## src/rtl/video_timing_pkg.sv

```systemverilog
// Shared 720p60 raster constants and counter widths for the video timing
// generator and the pixel consumers that decode its hcount/vcount.
package video_timing_pkg;

  localparam int VTG_ACTIVE_H = 1280;
  localparam int VTG_H_FRONT  = 110;
  localparam int VTG_H_SYNC   = 40;
  localparam int VTG_H_BACK   = 220;
  localparam int VTG_ACTIVE_V = 720;
  localparam int VTG_V_FRONT  = 5;
  localparam int VTG_V_SYNC   = 5;
  localparam int VTG_V_BACK   = 20;
  localparam int VTG_FPS      = 60;

  localparam int H_TOTAL = VTG_ACTIVE_H + VTG_H_FRONT + VTG_H_SYNC + VTG_H_BACK;
  localparam int V_TOTAL = VTG_ACTIVE_V + VTG_V_FRONT + VTG_V_SYNC + VTG_V_BACK;

  localparam int HCOUNT_W = 11;
  localparam int VCOUNT_W = 10;
  localparam int FC_W     = 6;

endpackage

```

## src/rtl/video_timing_gen.sv

```systemverilog
// Free-running raster timing: cascaded h/v counters, sync/active/new-frame flags
// and a frame counter. VTG_SYNC_INVERT_EN makes hs_out/vs_out active-low.
module video_timing_gen
  import video_timing_pkg::*;
#(
  parameter int ACTIVE_H = VTG_ACTIVE_H,
  parameter int H_FRONT  = VTG_H_FRONT,
  parameter int H_SYNC   = VTG_H_SYNC,
  parameter int H_BACK   = VTG_H_BACK,
  parameter int ACTIVE_V = VTG_ACTIVE_V,
  parameter int V_FRONT  = VTG_V_FRONT,
  parameter int V_SYNC   = VTG_V_SYNC,
  parameter int V_BACK   = VTG_V_BACK,
  parameter int FPS      = VTG_FPS
) (
  input  logic                clk_pixel_in,
  input  logic                rst_n_in,
  output logic [HCOUNT_W-1:0] hcount_out,
  output logic [VCOUNT_W-1:0] vcount_out,
  output logic                hs_out,
  output logic                vs_out,
  output logic                ad_out,
  output logic                nf_out,
  output logic [FC_W-1:0]     fc_out
);

  localparam int H_TOT = ACTIVE_H + H_FRONT + H_SYNC + H_BACK;
  localparam int V_TOT = ACTIVE_V + V_FRONT + V_SYNC + V_BACK;

  if (H_TOT > 2048 || V_TOT > 1024 || FPS > 64) begin : g_bad_cfg
    $error("video_timing_gen: raster or frame rate exceeds counter widths");
  end

  localparam logic [HCOUNT_W-1:0] H_LAST   = HCOUNT_W'(H_TOT - 1);
  localparam logic [HCOUNT_W-1:0] H_ACT    = HCOUNT_W'(ACTIVE_H);
  localparam logic [HCOUNT_W-1:0] HS_START = HCOUNT_W'(ACTIVE_H + H_FRONT);
  localparam logic [HCOUNT_W-1:0] HS_END   = HCOUNT_W'(ACTIVE_H + H_FRONT + H_SYNC);
  localparam logic [VCOUNT_W-1:0] V_LAST   = VCOUNT_W'(V_TOT - 1);
  localparam logic [VCOUNT_W-1:0] V_ACT    = VCOUNT_W'(ACTIVE_V);
  localparam logic [VCOUNT_W-1:0] VS_START = VCOUNT_W'(ACTIVE_V + V_FRONT);
  localparam logic [VCOUNT_W-1:0] VS_END   = VCOUNT_W'(ACTIVE_V + V_FRONT + V_SYNC);
  localparam logic [FC_W-1:0]     FC_LAST  = FC_W'(FPS - 1);

`ifdef VTG_SYNC_INVERT_EN
  localparam logic SYNC_POL = 1'b1;
`else
  localparam logic SYNC_POL = 1'b0;
`endif

  logic [HCOUNT_W-1:0] hcount_q, hcount_d;
  logic [VCOUNT_W-1:0] vcount_q, vcount_d;
  logic                hs_q, hs_d;
  logic                vs_q, vs_d;
  logic                ad_q, ad_d;
  logic                nf_q, nf_d;
  logic [FC_W-1:0]     fc_q, fc_d;

  // Flags are decoded from the next count so they land in the same cycle as it.
  always_comb begin
    hcount_d = hcount_q + 1'b1;
    vcount_d = vcount_q;
    if (hcount_q == H_LAST) begin
      hcount_d = '0;
      vcount_d = (vcount_q == V_LAST) ? '0 : vcount_q + 1'b1;
    end
    ad_d = (hcount_d < H_ACT) && (vcount_d < V_ACT);
    hs_d = ((hcount_d >= HS_START) && (hcount_d < HS_END)) ^ SYNC_POL;
    vs_d = ((vcount_d >= VS_START) && (vcount_d < VS_END)) ^ SYNC_POL;
    nf_d = (hcount_d == H_ACT) && (vcount_d == V_ACT);
    fc_d = fc_q;
    if (nf_d) begin
      fc_d = (fc_q == FC_LAST) ? '0 : fc_q + 1'b1;
    end
  end

  // Reset parks on the last pixel so the first edge after release lands on (0,0).
  always_ff @(posedge clk_pixel_in or negedge rst_n_in) begin
    if (!rst_n_in) begin
      hcount_q <= H_LAST;
      vcount_q <= V_LAST;
      hs_q     <= SYNC_POL;
      vs_q     <= SYNC_POL;
      ad_q     <= 1'b0;
      nf_q     <= 1'b0;
      fc_q     <= '0;
    end else begin
      hcount_q <= hcount_d;
      vcount_q <= vcount_d;
      hs_q     <= hs_d;
      vs_q     <= vs_d;
      ad_q     <= ad_d;
      nf_q     <= nf_d;
      fc_q     <= fc_d;
    end
  end

  assign hcount_out = hcount_q;
  assign vcount_out = vcount_q;
  assign hs_out     = hs_q;
  assign vs_out     = vs_q;
  assign ad_out     = ad_q;
  assign nf_out     = nf_q;
  assign fc_out     = fc_q;

endmodule

```

## config.mk

```make
export PLATFORM = sky130hd
export DESIGN_NAME = video_timing_gen
export DESIGN_NICKNAME = d
export VERILOG_FILES = /design/src/rtl/video_timing_pkg.sv /design/src/rtl/video_timing_gen.sv
export SDC_FILE = /design/constraint.sdc
export NUM_CORES = 1
export LEC_CHECK = 0
export BUFFER_PORTS_ARGS = -buffer_cell sky130_fd_sc_hd__buf_2
export CORE_MARGIN = 3
export CORE_UTILIZATION = 45
export DETAILED_ROUTE_END_ITERATION = 12
export GPL_TIMING_DRIVEN = 0
export PLACE_DENSITY = 0.66
export SYNTH_ARGS = -nofsm -noshare
export SYNTH_HDL_FRONTEND = slang
export SYNTH_SLANG_ARGS = --single-unit
```

## constraint.sdc

```tcl
create_clock -name clk_pixel_in -period 3 [get_ports clk_pixel_in]
set_clock_uncertainty 0.15 [all_clocks]
set_input_delay 0.3 -clock clk_pixel_in [delete_from_list [all_inputs] [get_ports clk_pixel_in]]
set_output_delay 0.3 -clock clk_pixel_in [all_outputs]
set_load 0.005 [all_outputs]
```

==> metrics.sh, run 1 <==
CTS_INSERTED_BUFFERS=5
INITIALDRTVIOLATIONCOUNT=102
NUMBER_OF_FLOPS_MAPPED_TO_ENABLE_CELLS_BY_YOSYS=0
SEQCELLAREA_UM2=793
GR-USAGE-ALL-LAYERS_PCT=20.7
FINAL_CLOCK_PERIOD_UTILIZATION_BY_THE_WORST_PATH_PCT=103
PLACE.DETAILED.INSTANCES=300
VDD.IR_DROP.WORST_mV=0.286
WORST_PATH_MOST_REPEATED_CELL='or3b_4'
SYNTH_SEQ_CELLS=31
LEAKAGEPOWER_nW=1.16
POWER_FRAC_COMB_PCT=1.1
TOTAL_OF_BUFFERS_PLACED_ON_INPUT_AND_OUTPUT_PORTS=32
DPL.HPWL_MM=3.44
COUNT_OF_ANTENNA_VIOLATING_NETS_LEFT_AFTER_DETAILED_ROUTING=0
MOST-COMMON-LAYOUT-CELLS='buf_2, nand2_1, buf_4'
INSERTEDDIODECOUNT=0
SLEW-LIMIT-HEADROOM_PCT=51.8
MAX-CAP-VIOLATIONS=0
H_TREE_DEPTH=2
WORST_PATH_LARGEST_CELL_DELAY_NS=0.56
CRITICAL_PATH_REQUIRED_NS=3.02
SYN_AVG_CELL_AREA_UM2=9.34
POWER_INTERNAL_uW=689
CRITICAL_PATH_ARRIVAL_NS=3.10
AREA_DELTA_SYNTH_FINAL_PCT=32.3
SETUP_VIOL=1
FIN_CRIT_NS=3.08
CELL_AREA_AFTER_PLACEMENT_UM2=2280
WORST_PATH_TOP_CELL_FAMILY_BY_DELAY='simple AND/OR/NAND/NOR gates'
DETAIL_ROUTE.DRC_VIOLATIONS=0
GRT_START_MAX_NET_PINS=32
FINAL_CORE_UTILIZATION_PCT=64.6
AVGROUTEDWIREPERCELL_UM=16.0
TOP_LEVEL_I_O_COUNT=33
VIAS=1955
FINAL_ESTIMATED_ROUTING_CONGESTION_IN_GLOBAL_PLACEMENT=0.820
LAYOUT.FILLER_CELLS=343
SYN_NETS=225
DETAIL_ROUTE.FIRST_PASS.ITERATIONS=4
CLOCKBUFFERDEPTH=2
DIE_W_UM=73.3
FINAL_NET_COUNT=284
DIE-HEIGHT_UM=73.3
GRT_PASS1_VIAS=1798
CORE_AREA_UM2=4170
YOSYSWARNINGCOUNT=0
ANTENNA_FOUND_INITIAL=0
SYNTH-SEQ-AREA-SHARE_PCT=38.9
WORST_SKEW_PAIR.LATE_LATENCY_NS=0.29
WORSTPATHBUFFERINVERTERCOUNT=1
CP-END-KIND='flip-flop'
POWER.CLOCK.FRACTION_PCT=50.1
CTS-ROOT-BUF='clkbuf_8'
CRIT_PATH_TOP_DELAY_CELL='dfstp_2'
HOLD_VIOL_FINAL=0
LAYOUTNONFILLERINSTCOUNT=328
TOTAL_GR_OVERFLOW=0
FINALMAXSLEWVIOLATIONS=0
NUM_CLOCK_SINKS=31
TIGHTESTPINTRANSITION_NS=0.723
MULTIINPUTGATEAREA_UM2=1300
MOSTFREQUENTLAYOUTCELL='buf_2'
RATIO_OF_CELLS_WITH_DRIVE_ABOVE_1_IN_THE_FINAL_LAYOUT_PCT=40.6
FINAL_CRITICAL_PATH_SETUP_SLACK_NS=-0.0773
CRITICAL_SETUP_PATH_CLASS='reg -> reg'
MAIN_FLOP_TYPE_AFTER_SYNTHESIS='dfrtp_1'
CP_MAX_FO=4
SEQ_POWER_SHARE_PCT=48.8
GRT_FIRST_PASS_WIRELENGTH_MM=8.62
SW_FRAC_OF_TOTAL_PCT=19.8
POWER.SWITCHING_uW=170
VIAS_PER_CELL=5.96
RUN_STATUS='finished with violations'
SYNTHESIS.INSTANCES=218
TIMING.CRITICAL_PATH.FROM_TYPE='flip-flop'
SYNTH_CELL_TYPES=60
SYN_AREA_UM2=2040
GRT_SETUP_UNREPAIRED='true'
CTS_TREE='done'
POSTROUTEWIRELENGTH_MM=5.26
CLK_PIN_SLEW_WORST_PATHS_NS=0.07
CRIT_PATH_CELL_TRACE='or3b_4 -> nor3_4 -> buf_6 -> nand4_1 -> xnor2_2 -> or3b_4 -> or4_1 -> o2bb2ai_1'
HOLD_CLASS='reg -> reg'
POWER_DENSITY_nW_PER_UM2=319
FINISH.INSTANCE_AREA_UM2=2690
INITIAL_CORE_UTIL_PCT=48.8
FAILED_CHECKS='setup timing'
FLOORPLAN.ROWS=23
DIE_AREA_UM2=5370
MAX_CLOCK_FREQ_MHz=325
ASYNCSETRESETFLOPFRACSYNTH_PCT=100
## layout make-up
| class | instances | share of cell area [%] |
|---|---|---|
| flip-flops and latches | 31 | 29.4 |
| multi-input cells | 168 | 48.2 |
| inverters | 12 | 1.67 |
| clock inverters | 2 | 1.30 |
| well taps | 50 | 2.32 |
| clock buffers | 6 | 3.07 |
| repair buffers | 53 | 12.0 |
| plain buffers | 6 | 2.00 |
## synthesized netlist by cell type, drive strengths merged (4+ instances only)
library cell / instances / share of area (%)
a31oi: 5 / 1.5
ha: 5 / 3.1
dfrtp: 18 / 22
nor2: 9 / 1.7
o21ai: 17 / 4.2
o211ai: 4 / 1.5
nor3: 11 / 3.0
nand3: 9 / 2.2
inv: 12 / 2.2
a21oi: 7 / 1.7
nand4: 8 / 3.1
xnor2: 8 / 3.8
or3b: 4 / 2.1
nand2b: 4 / 1.2
nor3b: 5 / 2.1
and3: 9 / 3.1
nand2: 19 / 3.5
or4: 4 / 1.7
dfstp: 13 / 17
and2: 4 / 1.2
buf: 4 / 2.2
## cells by family (layout without fill, tap and decap cells)
logic type      Yosys count  in the layout  synth area share [%]
fa+ha+maj                 5              5                  3.07
xor+xnor                  8              8                  3.81
buf+inv                  19             79                  5.04
flops                    31             31                  38.9
simple gates             99             99                  30.2
mux                       1              1                 0.553
compound gates           55             55                  18.4
## sequential cells by signal, summed over array words and instances, names as in the netlist
name / flops
hcount_out: 11
vcount_out: 10
fc_out: 6
ad_out: 1
hs_out: 1
nf_out: 1
vs_out: 1
## per-layer routing
metal / routed length, um / share of wire [%] / up-vias / global-route usage [%]
li1: - / - / 944 / -
met1: 2460 / 47 / 951 / 28.8
met2: 2430 / 46 / 47 / 30.9
met3: 245 / 4.7 / 13 / 4.51
met4: 127 / 2.4 / 0 / 8.81
met5: 0 / 0 / - / 0
## worst register-to-register path, stage by stage, from the launching register on
cell and delay (ns):
dfstp_2 0.56, or3b_4 0.40, nor3_4 0.26, buf_6 0.15, nand4_1 0.15, xnor2_2 0.18, or3b_4 0.42, or4_1 0.54
o2bb2ai_1 0.15
## per-stage QoR
stage	worst slack (ns)	power (mW)	TNS, ns	hold WS, ns
after floorplan	0.0556	0.426	0	-0.146
after global placement	-0.306	0.435	-1.11	0.242
after detailed placement	-0.325	0.435	-1.14	0.245
after CTS	-0.0202	0.869	-0.0336	0.399
after global routing	-0.194	0.884	-0.367	0.453
final	-0.0773	0.859	-0.0773	0.394
## path summary, 6_finish.rpt
| check | cells past startpoint | endpoint | startpoint | slack (ns) |
|---|---|---|---|---|
| min in group asynchronous | 2 | vs_out | rst_n_in | 0.46 |
| worst min-delay path | 2 | vcount_out[6] | vcount_out[6] | 0.39 |
| max in group asynchronous | 2 | vcount_out[1] | rst_n_in | 1.74 |
| worst max register to register | 8 | fc_out[5] | hcount_out[10] | -0.08 |
| worst min register to register | 2 | vcount_out[6] | vcount_out[6] | 0.39 |
| worst max-delay path | 8 | fc_out[5] | hcount_out[10] | -0.08 |
## power groups by stage
stage          clock network (mW)  registers (mW)   logic (mW)
2_1_floorplan                   0           0.426  0.000000407
3_3_place_gp                    0           0.426      0.00922
3_5_place_dp                    0           0.426      0.00929
4_1_cts                     0.440           0.419       0.0102
5_1_grt                     0.454           0.419       0.0111
6_report                    0.430           0.419      0.00961
## timing repair
item                                    in CTS  in global routing
buffers inserted                            11                  9
hold endpoints to repair                    18                  0
endpoints found under the setup margin       7                  6
pin swaps                                    5                  7
gates cloned                                 0                  0
hold buffers                                 1                  0
gates resized for setup                     15                  8
Power figures use the tool's default switching activity.
==> run 2, diff against run 1 <==
--- a/config.mk
+++ b/config.mk
@@ -10,7 +10,7 @@
 export CORE_UTILIZATION = 45
 export DETAILED_ROUTE_END_ITERATION = 12
 export GPL_TIMING_DRIVEN = 0
-export PLACE_DENSITY = 0.66
+export PLACE_DENSITY = 0.64
 export SYNTH_ARGS = -nofsm -noshare
 export SYNTH_HDL_FRONTEND = slang
 export SYNTH_SLANG_ARGS = --single-unit
==> constraint.sdc (replaced) <==
create_clock -name clk_pixel_in -period 3.68 [get_ports clk_pixel_in]
set_clock_uncertainty 0.15 [all_clocks]
set_input_delay 0.368 -clock clk_pixel_in [delete_from_list [all_inputs] [get_ports clk_pixel_in]]
set_output_delay 0.368 -clock clk_pixel_in [all_outputs]
set_load 0.005 [all_outputs]
==> run 2 against run 1 <==
The run now ends clean. Register-to-register slack better by 0.36 ns. Largest cell class unchanged. Critical endpoint unchanged. Highest routed layer unchanged. Design area down 12%. First-iteration DRC count up 50%. Count of clock-buffer cells in the layout unchanged.
==> metrics.sh, run 2 (synthesized netlist as in run 1, its figures left out) <==
RUN_STATUS='complete, no violations'
NUM_CLOCK_SINKS=31  # unchanged
FLOORPLAN.ROWS=23  # unchanged
COUNT_OF_ANTENNA_VIOLATING_NETS_LEFT_AFTER_DETAILED_ROUTING=0  # unchanged
CP_MAX_FO=9  # +5
GR-USAGE-ALL-LAYERS_PCT=19.7  # -0.96 points
FIN_TNS_SETUP_NS=0  # +0.0773 ns
TIGHTESTPINTRANSITION_NS=0.685  # -0.0384 ns
VIAS=1824  # -6.7%
DIE-HEIGHT_UM=73.3  # unchanged
CORE_AREA_UM2=4170  # unchanged
DIE_AREA_UM2=5370  # unchanged
POSTROUTEWIRELENGTH_MM=4.80  # -8.7%
LAYOUT.FILLER_CELLS=392  # +14%
TIMING.CRITICAL_PATH.FROM_TYPE='flip-flop'
MOST-COMMON-LAYOUT-CELLS='buf_2, nand2_1, dfrtp_1'
FINAL_CLOCK_PERIOD_UTILIZATION_BY_THE_WORST_PATH_PCT=92.3  # -10 points
PLACE.DETAILED.INSTANCES=300  # unchanged
MAX_CLOCK_FREQ_MHz=294  # -9.4%
TOTAL_GR_OVERFLOW=0  # unchanged
CTS-ROOT-BUF='clkbuf_8'
CELL_AREA_AFTER_PLACEMENT_UM2=2260  # -1.0%
GRT_SETUP_UNREPAIRED='false'
MOSTFREQUENTLAYOUTCELL='buf_2'
FINAL_NET_COUNT=265  # -6.7%
CRITICAL_PATH_REQUIRED_NS=3.71  # +0.69 ns
LEAKAGEPOWER_nW=0.999  # -14%
WORST_SKEW_PAIR.LATE_LATENCY_NS=0.29  # about the same
RATIO_OF_CELLS_WITH_DRIVE_ABOVE_1_IN_THE_FINAL_LAYOUT_PCT=29.7  # -11 points
LAYOUTNONFILLERINSTCOUNT=309  # -5.8%
FINAL_CORE_UTILIZATION_PCT=56.6  # -8.0 points
HOLD_VIOL_FINAL=0  # unchanged
FINISH.INSTANCE_AREA_UM2=2360  # -12%
MAX-CAP-VIOLATIONS=0  # unchanged
INSERTEDDIODECOUNT=0  # unchanged
CLOCKBUFFERDEPTH=2  # unchanged
POWER_DENSITY_nW_PER_UM2=258  # -19%
DETAIL_ROUTE.FIRST_PASS.ITERATIONS=4  # unchanged
AVGROUTEDWIREPERCELL_UM=15.5  # -3.1%
H_TREE_DEPTH=2  # unchanged
TOTAL_OF_BUFFERS_PLACED_ON_INPUT_AND_OUTPUT_PORTS=32  # unchanged
CRITICAL_PATH_ARRIVAL_NS=3.43  # +0.33 ns
DIE_W_UM=73.3  # unchanged
AREA_DELTA_SYNTH_FINAL_PCT=15.9
SETUP_VIOL=0  # -1
TOTALPOWERFINAL_uW=610  # -29%
CRITICAL_SETUP_PATH_CLASS='reg -> reg'
DPL.HPWL_MM=3.53  # +2.7%
DETAIL_ROUTE.DRC_VIOLATIONS=0  # unchanged
CTS_TREE='done'
GRT_START_MAX_NET_PINS=32  # unchanged
FINALMAXSLEWVIOLATIONS=0  # unchanged
FINAL_ESTIMATED_ROUTING_CONGESTION_IN_GLOBAL_PLACEMENT=0.862  # +5.1%
CP-END-KIND='flip-flop'
ANTENNA_FOUND_INITIAL=0  # unchanged
VIAS_PER_CELL=5.90  # -0.96%
CTS_INSERTED_BUFFERS=5  # unchanged
INITIAL_CORE_UTIL_PCT=48.8  # unchanged
LARGEST_REGISTER_FFS=11  # unchanged
CLK_PIN_SLEW_WORST_PATHS_NS=0.07  # about the same
TOP_LEVEL_I_O_COUNT=33  # unchanged
INITIALDRTVIOLATIONCOUNT=153  # +50%
POSTCTSSETUPREPAIRBUFS=0  # -11
GRT_PASS1_VIAS=1633  # -9.2%
FIN_CRIT_NS=3.40  # +0.319 ns
HOLD_CLASS='reg -> reg'
VDD.IR_DROP.WORST_mV=0.282  # -1.4%
SLEW-LIMIT-HEADROOM_PCT=54.4  # +2.6 points
GRT_FIRST_PASS_WIRELENGTH_MM=8.01  # -7.1%
==> run 2: changes by cell type in the layout (fill, tap and decap cells not counted), sizes merged <==
cell,change
buf,-20
bufinv,-1
clkbuf,+1
clkinvlp,+1
==> run 2: repair_timing <==
item	CTS	global route
gates resized for setup	0	1
endpoints found under the setup margin	0	2
hold buffers	1	0
hold endpoints to repair	12	0
==> run 2: worst paths after layout <==
| path | depth (start not counted) | slack (ns) | end | startpoint |
|---|---|---|---|---|
| setup reg to reg | 8 | 0.28 | fc_out[5] | hcount_out[0] |
| setup / recovery | 8 | 0.28 | fc_out[5] | hcount_out[0] |
| hold / removal | 2 | 0.40 | vcount_out[6] | vcount_out[6] |
| hold reg to reg | 2 | 0.40 | vcount_out[6] | vcount_out[6] |
| min in group asynchronous | 2 | 0.51 | hs_out | rst_n_in |
| max in group asynchronous | 2 | 2.43 | vs_out | rst_n_in |
==> run 2: report_power, final <==
part | internal [mW] | switching (mW)
Clock | 0.132 | 0.129
Sequential | 0.341 | 0
Combinational | 0.00106 | 0.00644
==> run 2: final cells by class <==
type	count	area (um2)	area share (%)
plain buffers	7	57.6	2.44
clock buffers	6	72.6	3.08
clock inverters	2	12.5	0.530
inverters	12	45.0	1.91
multi-input cells	168	1150	48.6
flip-flops and latches	31	792	33.6
well taps	50	62.6	2.65
repair buffers	33	170	7.21
==> run 2: critical path, stage by stage, from the launching register on <==
cell	delay (ns)
dfstp_2	0.61
ha_1	0.22
and4bb_1	0.23
nand3_1	0.30
o21ai_0	0.38
nand4_1	0.18
or4_4	0.54
or4_1	0.53
o2bb2ai_1	0.14
==> run 2: metal layers <==
layer,GRT usage [%],vias up,routed length (um)
met5,0,-,0
li1,-,897,-
met3,6.02,6,298
met2,28.7,54,2060
met1,28.2,867,2380
met4,5.53,0,61
==> run 2: metrics by stage <==
stage                     hold slack (ns)  worst slack, ns
final                               0.400            0.284
after global routing                0.416            0.102
after CTS                           0.399            0.210
after detailed placement            0.312            0.239
after global placement              0.303            0.229
after floorplan                   -0.0776            0.497
==> run 3, diff against run 2 <==
--- a/config.mk
+++ b/config.mk
@@ -10,7 +10,7 @@
 export CORE_UTILIZATION = 45
 export DETAILED_ROUTE_END_ITERATION = 12
 export GPL_TIMING_DRIVEN = 0
-export PLACE_DENSITY = 0.64
+export PLACE_DENSITY = 0.66
 export SYNTH_ARGS = -nofsm -noshare
 export SYNTH_HDL_FRONTEND = slang
 export SYNTH_SLANG_ARGS = --single-unit
==> run 3 against run 2 <==
Setup slack worse by 0.12 ns. Via count is 0.22% higher. Combinational power is 2% higher. Die area stayed put. Core utilization is 0.78 points higher. Maximum frequency is 3.5% lower. Sequential power hardly changed. Critical endpoint unchanged.
==> metrics.sh, run 3 (synthesized netlist as in run 1, its figures left out) <==
FINISH.INSTANCE_AREA_UM2=2390  # +1.4%
INITIALDRTVIOLATIONCOUNT=50  # -67%
GRT_PASS1_VIAS=1617  # -0.98%
COUNT_OF_ANTENNA_VIOLATING_NETS_LEFT_AFTER_DETAILED_ROUTING=0  # unchanged
H_TREE_DEPTH=2  # unchanged
INSERTEDDIODECOUNT=0  # unchanged
CRITICAL_PATH_REQUIRED_NS=3.70  # about the same
TIMING.CRITICAL_PATH.FROM_TYPE='flip-flop'
CLK_PIN_SLEW_WORST_PATHS_NS=0.07  # about the same
CTS_TREE='done'
CRIT_PATH_CELL_TRACE='ha_1 -> and4bb_1 -> nand3_1 -> o21ai_0 -> nand4_1 -> or4_4 -> or4_1 -> o2bb2ai_1'
MOSTFREQUENTLAYOUTCELL='buf_2'
LEAKAGEPOWER_nW=1.02  # +2.0%
RATIO_OF_CELLS_WITH_DRIVE_ABOVE_1_IN_THE_FINAL_LAYOUT_PCT=30.1  # +0.39 points
SLEW-LIMIT-HEADROOM_PCT=53.1  # -1.3 points
POWER_INTERNAL_uW=561  # +18%
DIE_AREA_UM2=5370  # unchanged
SETUP_VIOL=0  # unchanged
CTS-ROOT-BUF='clkbuf_8'
DIE-HEIGHT_UM=73.3  # unchanged
SEQ_POWER_SHARE_PCT=48.9  # -7.1 points
FIN_CRIT_NS=3.52  # +0.124 ns
DP_WORST_SETUP_SLACK_NS=0.160  # -0.0790 ns
TIMING.HOLD.WORST_ENDPOINT='hcount_out[0]'
MIN-DELAY-START='hcount_out[0]'
GRT_FIRST_PASS_WIRELENGTH_MM=7.73  # -3.5%
FINAL_CRITICAL_PATH_SETUP_SLACK_NS=0.160  # -0.124 ns
FINAL_ESTIMATED_ROUTING_CONGESTION_IN_GLOBAL_PLACEMENT=0.860  # -0.21%
POWER.CLOCK.FRACTION_PCT=50.0  # +7.3 points
TIGHTESTPINTRANSITION_NS=0.704  # +0.0195 ns
LARGEST_REGISTER_FFS=11  # unchanged
AVGROUTEDWIREPERCELL_UM=15.7  # +0.98%
TOP_LEVEL_I_O_COUNT=33  # unchanged
POSTROUTEWIRELENGTH_MM=4.85  # +0.98%
WORST_PATH_LARGEST_CELL_DELAY_NS=0.60  # about the same
DETAIL_ROUTE.FIRST_PASS.ITERATIONS=5  # +1
CP_MAX_FO=9  # unchanged
POWER_FRAC_COMB_PCT=1.1  # about the same
MOST-COMMON-LAYOUT-CELLS='buf_2, nand2_1, dfrtp_1'
TOTAL_OF_BUFFERS_PLACED_ON_INPUT_AND_OUTPUT_PORTS=32  # unchanged
AREA_DELTA_SYNTH_FINAL_PCT=17.5
RRSETUPSLACK_NS=0.16  # -0.12 ns
FINAL_NET_COUNT=265  # unchanged
INITIAL_CORE_UTIL_PCT=48.8  # unchanged
DIE_W_UM=73.3  # unchanged
WORST_SKEW_PAIR.LATE_LATENCY_NS=0.29  # about the same
CRITICAL_PATH_ARRIVAL_NS=3.54  # +0.11 ns
TOTALPOWERFINAL_uW=699  # +15%
GRT_START_MAX_NET_PINS=32  # unchanged
ANTENNA_FOUND_INITIAL=0  # unchanged
POSTCTSSETUPREPAIRBUFS=0  # unchanged
CELL_AREA_AFTER_PLACEMENT_UM2=2260  # unchanged
FLOORPLAN.ROWS=23  # unchanged
CLOCKBUFFERDEPTH=2  # unchanged
WORSTREG2REGSTART='hcount_out[0]'
NUM_CLOCK_SINKS=31  # unchanged
TIMING.HOLD.WORST_PATH_DEPTH=1  # -1
LAYOUT.FILLER_CELLS=383  # -2.3%
POWER.SWITCHING_uW=137  # +1.5%
GRT_SETUP_UNREPAIRED='false'
HOLD_VIOL_FINAL=0  # unchanged
FIN_TNS_SETUP_NS=0  # unchanged
VIAS_PER_CELL=5.92  # +0.22%
REGTOREGENDPOINT='fc_out[5]'
POWER_DENSITY_nW_PER_UM2=292  # +13%
MAX-CAP-VIOLATIONS=0  # unchanged
TOTAL_GR_OVERFLOW=0  # unchanged
VDD.IR_DROP.WORST_mV=0.176  # -37%
CP-END-KIND='flip-flop'
DPL.HPWL_MM=3.57  # +1.1%
CORE_AREA_UM2=4170  # unchanged
HOLD_CLASS='reg -> reg'
DETAIL_ROUTE.DRC_VIOLATIONS=0  # unchanged
HOLDWS_NS=0.399  # -0.000770 ns
CRIT_PATH_TOP_DELAY_CELL='dfstp_2'
RUN_STATUS='complete, no violations'
SW_FRAC_OF_TOTAL_PCT=19.6  # -2.5 points
CRITICAL_SETUP_PATH_CLASS='reg -> reg'
MAX_CLOCK_FREQ_MHz=284  # -3.5%
GR-USAGE-ALL-LAYERS_PCT=19.0  # -0.68 points
FINALMAXSLEWVIOLATIONS=0  # unchanged
FINAL_CLOCK_PERIOD_UTILIZATION_BY_THE_WORST_PATH_PCT=95.7  # +3.4 points
VIAS=1828  # +0.22%
CTS_INSERTED_BUFFERS=5  # unchanged
WORST-R2R-CELL-COUNT=8  # unchanged
run 3: how the worst max path moves through the flow:
stage | startpoint | to | slack [ns] | cells past startpoint
2_1_floorplan | hcount_out[0] | fc_out[5] | 0.50 | 8
3_3_place_gp | hcount_out[0] | fc_out[1] | 0.15 | 9
3_5_place_dp | hcount_out[0] | fc_out[1] | 0.16 | 9
4_1_cts | hcount_out[0] | fc_out[1] | 0.13 | 9
5_1_grt | hcount_out[0] | fc_out[5] | 0.07 | 8
6_report | hcount_out[0] | fc_out[5] | 0.16 | 8
run 3: critical path, delay by kind of cell (launching register included):
kind | cells | cell delay, ns
AO/OA/AOI/OAI | 2 | 0.59
flip-flops | 1 | 0.60
adder cells (fa/ha/maj) | 1 | 0.23
AND/OR/NAND/NOR | 5 | 1.82
run 3: routing by layer:
metal / track usage [%] / routed length [um] / up-vias / share of wire [%]
li1: - / - / 900 / -
met2: 29.7 / 2200 / 55 / 45
met4: 7.17 / 72 / 0 / 1.5
met5: 0 / 0 / - / 0
met3: 4.79 / 227 / 8 / 4.7
met1: 25.4 / 2350 / 865 / 48
run 3: final cells by class:
cell class	count	area, um2	share of cell area (%)
Clock inverter	2	35.0	1.46
Multi-Input combinational cell	168	1150	48.0
Inverter	12	45.0	1.88
Sequential cell	31	792	33.1
Clock buffer	6	82.6	3.45
Buffer	7	57.6	2.41
Tap cell	50	62.6	2.62
Timing Repair Buffer	33	170	7.11
run 3: power by group through the flow:
stage / Sequential, mW / Combinational (mW) / Clock [mW]
final: 0.342 / 0.00766 / 0.349
after floorplan: 0.347 / 0.000000408 / 0
after CTS: 0.341 / 0.00827 / 0.358
after global routing: 0.341 / 0.00897 / 0.371
after detailed placement: 0.347 / 0.00750 / 0
after global placement: 0.347 / 0.00729 / 0
run 3: through the flow:
stage | utilization [%] | instances
after floorplan | - | 218
after global placement | 54.1 | 300
after detailed placement | 54.1 | 300
after CTS | 57.2 | 309
after global routing | 57.3 | 309
final | 57.3 | 309
run 3: what timing repair did:
| item | 4_1_cts | 5_1_grt |
|---|---|---|
| endpoints found under the hold margin | 14 | 0 |
| setup endpoints to repair | 0 | 2 |
| hold buffers | 1 | 0 |
| resized for setup | 0 | 1 |
